$ cat src/rtl/pipeline_pkg.sv
// Shared pipeline constants: writeback source selects, load types and the
// packed layout of the writeback register.
package pipeline_pkg;

    // Writeback source select
    localparam logic [1:0] WB_SEL_ALU  = 2'b00;
    localparam logic [1:0] WB_SEL_LOAD = 2'b01;
    localparam logic [1:0] WB_SEL_PC4  = 2'b10;
    localparam logic [1:0] WB_SEL_ALU2 = 2'b11;

    // Load type (bmask); any other code behaves as a word load
    localparam logic [2:0] LD_LB  = 3'b000;
    localparam logic [2:0] LD_LH  = 3'b001;
    localparam logic [2:0] LD_LW  = 3'b010;
    localparam logic [2:0] LD_LBU = 3'b100;
    localparam logic [2:0] LD_LHU = 3'b101;

    // Contents of the WB pipeline register; all-zero is a bubble
    typedef struct packed {
        logic        valid;
        logic [4:0]  rd_addr;
        logic [31:0] rd_data;
        logic        rd_wren;
        logic        ld_misalign;
    } wb_reg_t;

    // Return address for link instructions; wraps naturally at 2^32
    function automatic logic [31:0] pc_plus4(input logic [31:0] pc);
        return pc + 32'd4;
    endfunction

endpackage

$ cat src/rtl/wb_stage_load_ext.sv
// Combinational load formatter: picks the byte/halfword addressed by the low
// address bits, extends it to 32 bits and reports misaligned halfword/word loads.
import pipeline_pkg::*;

module load_ext (
    input  logic [31:0] ld_data,
    input  logic [1:0]  off,
    input  logic [2:0]  bmask,
    output logic [31:0] data,
    output logic        misalign
);
    logic [7:0]  byte_sel;
    logic [15:0] half_sel;

    // Lane selection and sign/zero extension per load type
    always_comb begin
        byte_sel = ld_data[7:0];
        case (off)
            2'd0: byte_sel = ld_data[7:0];
            2'd1: byte_sel = ld_data[15:8];
            2'd2: byte_sel = ld_data[23:16];
            2'd3: byte_sel = ld_data[31:24];
            default: byte_sel = ld_data[7:0];
        endcase
        half_sel = off[1] ? ld_data[31:16] : ld_data[15:0];

        data     = ld_data;
        misalign = 1'b0;
        case (bmask)
            LD_LB: begin
                data = {{24{byte_sel[7]}}, byte_sel};
            end
            LD_LBU: begin
                data = {24'd0, byte_sel};
            end
            LD_LH: begin
                data     = {{16{half_sel[15]}}, half_sel};
                misalign = off[0];
            end
            LD_LHU: begin
                data     = {16'd0, half_sel};
                misalign = off[0];
            end
            // LW and the undefined codes all load the full word
            default: begin
                data     = ld_data;
                misalign = (off != 2'd0);
            end
        endcase
    end
endmodule

$ cat src/rtl/wb_stage.sv
// Writeback stage: selects ALU / load / PC+4 data from the MEM stage, registers
// it as the writeback and forwarding bus, and counts retired instructions.
import pipeline_pkg::*;

module wb_stage #(
    parameter int CNT_W = 32
) (
    input  logic             i_clk,
    input  logic             i_reset,
    input  logic             i_stall,
    input  logic             i_flush,
    input  logic             i_valid,
    input  logic [31:0]      i_pc,
    input  logic [31:0]      i_alu_data,
    input  logic [31:0]      i_ld_data,
    input  logic [1:0]       i_lsu_addr_lo,
    input  logic [2:0]       i_bmask,
    input  logic [1:0]       i_wb_sel,
    input  logic [4:0]       i_rd_addr,
    input  logic             i_rd_wren,
    output logic [4:0]       o_rd_addr,
    output logic [31:0]      o_rd_data,
    output logic             o_rd_wren,
    output logic             o_valid,
    output logic             o_ld_misalign,
    output logic [CNT_W-1:0] o_instret
);
    logic [31:0]      ld_ext_data;
    logic             ld_ext_misalign;
    logic [31:0]      wb_data;
    logic             load_misalign;
    wb_reg_t          capture;
    wb_reg_t          wb_reg;
    wb_reg_t          wb_next;
    logic [CNT_W-1:0] instret_reg;
    logic [CNT_W-1:0] instret_next;

    load_ext u_load_ext (
        .ld_data  (i_ld_data),
        .off      (i_lsu_addr_lo),
        .bmask    (i_bmask),
        .data     (ld_ext_data),
        .misalign (ld_ext_misalign)
    );

    // Writeback data mux and the register image of the incoming instruction
    always_comb begin
        case (i_wb_sel)
            WB_SEL_LOAD: wb_data = ld_ext_data;
            WB_SEL_PC4:  wb_data = pc_plus4(i_pc);
            default:     wb_data = i_alu_data;
        endcase
        // Misalignment only matters when the load result is actually used
        load_misalign = (i_wb_sel == WB_SEL_LOAD) && ld_ext_misalign;

        capture = '0;
        if (i_valid) begin
            capture.valid       = 1'b1;
            capture.rd_addr     = i_rd_addr;
            capture.rd_data     = wb_data;
            capture.ld_misalign = load_misalign;
            // x0 is never written and a faulting load must not update rd
            capture.rd_wren     = i_rd_wren && (i_rd_addr != 5'd0) && !load_misalign;
        end
    end

    // Flush beats stall; a stall freezes both the register and the counter
    always_comb begin
        wb_next      = wb_reg;
        instret_next = instret_reg;
        if (i_flush) begin
            wb_next = '0;
        end else if (!i_stall) begin
            wb_next = capture;
            if (i_valid) begin
                instret_next = instret_reg + CNT_W'(1);
            end
        end
    end

    // State registers, cleared immediately by reset
    always_ff @(posedge i_clk or negedge i_reset) begin
        if (!i_reset) begin
            wb_reg      <= '0;
            instret_reg <= '0;
        end else begin
            wb_reg      <= wb_next;
            instret_reg <= instret_next;
        end
    end

    assign o_valid       = wb_reg.valid;
    assign o_rd_addr     = wb_reg.rd_addr;
    assign o_rd_data     = wb_reg.rd_data;
    assign o_rd_wren     = wb_reg.rd_wren;
    assign o_ld_misalign = wb_reg.ld_misalign;
    assign o_instret     = instret_reg;
endmodule

$ cat config.mk
export PLATFORM = sky130hd
export DESIGN_NAME = wb_stage
export DESIGN_NICKNAME = d
export VERILOG_FILES = /design/src/rtl/pipeline_pkg.sv /design/src/rtl/wb_stage_load_ext.sv /design/src/rtl/wb_stage.sv
export SDC_FILE = /design/constraint.sdc
export NUM_CORES = 1
export LEC_CHECK = 0
export CORE_UTILIZATION = 40
export CTS_CLUSTER_SIZE = 28
export DETAILED_ROUTE_END_ITERATION = 8
export HOLD_SLACK_MARGIN = 0.08
export PLACE_DENSITY = 0.87
export SKIP_CTS_REPAIR_TIMING = 1
export SYNTH_ARGS = -nofsm -noshare
export SYNTH_HDL_FRONTEND = slang
export SYNTH_SLANG_ARGS = --single-unit
$ cat constraint.sdc
create_clock -name i_clk -period 2.49 [get_ports i_clk]
set_input_delay 0.6225 -clock i_clk [delete_from_list [all_inputs] [get_ports i_clk]]
set_output_delay 0.6225 -clock i_clk [all_outputs]
set_load 0.01 [all_outputs]
==> reports/metrics.yaml <==
overflow: 0
synth_ff_type: "dfrtp_1"
wl_mm: 18.2
hpwl_mm: 14.4
rsz0062_at_grt: "no"
reg2reg_from: "o_instret[12]"
max_stage_delay_ns: 0.52
p_per_area_nw_per_um2: 466
post-route-util_pct: 66.7
crit_path_max_fanout: 6
end_kind: "flip-flop"
fmax_ghz: 0.413
htree_levels: 3
synth_nets: 654
dp.cells: 925
ys_async_sr_fraction_pct: 100
hp-class: "primary input to async pin"
period_share_pct: 97.2
synth-edff-count: 0
hold_violations: 0
vias_per_cell: 5.95
syn_area_per_cell_um2: 8.79
hold_slack_ns: 0.102
fill_cells: 896
start_kind: "primary input"
grt_max_degree: 68
finalMaxSlewViolations: 0
drtIter0Drc: 470
core_area_um2: 11500
drt_first_pass_iters: 5
finalSetupViolations: 0
clk_latency_ns: 0.35
synth-seq-area-share_pct: 38.2
final_common_cell: "clkdlybuf4s50_1"
cap_violations: 0
io-pin-count: 186
antenna_left: 0
grtUsageTotal_pct: 30.1
relSlewSlack_pct: 63.9
place_area_um2: 7340
start_util_pct: 41.1
clock_path_buffers: 2
syn-cell-area_um2: 4710
finalNonFillerCells: 940
p_leak_nw: 3.13
final.min_clock_period_ns: 2.42
ir_worst_vdd_mv: 0.383
worst_path_max_delay_cell: "mux4_2"
gp_congestion: 0.962
syn2layout_area_growth_pct: 62.3
clk_pin_slew_worst_paths_ns: 0.06
die_w_um: 111
fin_worst_skew_ns: 0.00556
power.total_mw: 3.57
arrival_ns: 2.64
cts_sinks: 72
port_buffers: 185
critPathLaunch: "i_ld_data[31]"
grt_pass1_wl_mm: 28.9
grt_pass1_vias: 5458
root_buffer: "clkbuf_16"
final_cell_mix: "clkdlybuf4s50_1, buf_4, dfrtp_1, nand2_1, o21ai_0"
num_antenna_cells: 0
cts_tree: "built"
worstMarginPinSlew_ns: 0.539
drive_gt1_share_pct: 15.2
numCtsBuffers: 9
stdcell_area_um2: 7650
crit_chain: "clkdlybuf4s50_1 -> mux2_2 -> mux4_2 -> o211ai_1 -> buf_4 -> o21ai_0 -> o21bai_1"
die_h_um: 111
drc: 0
critPathKind: "primary input to flip-flop"
die_area_um2: 12200
via_count: 5594
antenna_found_initial: 0
num_rows: 39
synth-seq-cells: 72
wl_per_cell_um: 19.4
yosysUniqueCellTypes: 58
required_ns: 2.71
status: "finished, final reports clean"
yosys_warnings: 0
fin_nets: 911
synthCells: 536
[state kept, by name (all words and copies together), names as in the netlist]
register,flops
o_instret,32
o_ld_misalign,1
o_rd_addr,5
o_rd_data,32
o_rd_wren,1
o_valid,1
[path summary, 6_finish.rpt]
path / endpoint / slack (ns) / cells after the start
worst min-delay path: o_instret[11] / 0.10 / 1
max in group asynchronous: o_rd_data[18] / 1.78 / 2
worst max register to register: o_instret[28] / 0.53 / 5
worst max-delay path: o_rd_data[26] / 0.07 / 7
min in group i_clk: o_rd_wren / 0.48 / 2
worst min register to register: o_rd_wren / 0.48 / 2
[per-layer routing]
layer / part of all wire (%) / GRT usage, % / vias to the layer above
met2: 49 / 51.1 / 328
met4: 3.9 / 13.2 / 0
met1: 40 / 36.8 / 2702
met3: 6.7 / 6.15 / 48
met5: 0 / 0 / -
li1: - / - / 2516
[worst max-delay path, delay by kind of cell]
family                 cells  cell delay, ns
multiplexers               2            0.84
buffers and inverters      2            0.66
AO/OA/AOI/OAI              3            0.52
[where the power goes]
part / internal [mW] / total (mW) / switching [mW] / leakage, nW
Combinational: 0.490 / 0.898 / 0.407 / 2.00
Clock: 0.853 / 1.36 / 0.510 / 0.148
Sequential: 1.24 / 1.31 / 0.0695 / 0.982
Total: 2.58 / 3.57 / 0.987 / 3.13
[per-stage QoR]
stage / setup slack (ns) / setup TNS [ns]
finish: 0.0685 / 0
global route: 0.0190 / 0
floorplan: 0.292 / 0
CTS: 0.00493 / 0
detailed placement: -0.363 / -5.94
global placement: -0.263 / -4.05
[final cells by class]
type	count	area [um2]	share of cell area (%)
multi-input combinational	416	2740	35.9
inverter	17	63.8	0.834
sequential	72	1800	23.6
timing repair buffer	277	2550	33.4
clock inverter	2	37.5	0.491
clock buffer	13	270	3.53
tap	143	179	2.34
[cells in the mapped netlist (all sizes together) (5+ instances only)]
cell type	count	share of area [%]
a21boi	6	0.96
a21oi	17	1.8
a221oi	6	1.1
a22o	8	1.5
a22oi	13	2.1
a32oi	8	1.5
and3	7	0.93
and4	10	1.9
buf	5	0.45
clkbuf	26	2.1
dfrtp	72	38
inv	16	1.3
mux2i	5	1.1
nand2	54	4.3
nand2b	7	0.93
nand3	26	2.8
nand4	15	2.0
nor2	18	1.4
nor2b	9	1.2
nor3	15	1.6
nor4	7	1.2
o211ai	7	1.1
o21a	5	0.80
o21ai	52	5.5
o221ai	6	1.1
o22ai	9	1.2
or3	7	0.93
or4	6	1.0
xnor2	38	7.1
xor2	12	2.2
[cells by family (layout without fill, tap and decap cells)]
group	after synthesis	in the layout	synth area share [%]
adder cells (fa/ha/maj)	4	4	1.06
multiplexers	9	9	2.26
XOR/XNOR	50	50	9.29
flip-flops	72	72	38.2
AO/OA/AOI/OAI	162	162	23.3
buffers and inverters	48	309	3.88
AND/OR/NAND/NOR	191	191	22.0
(Power assumes the default switching activity.)
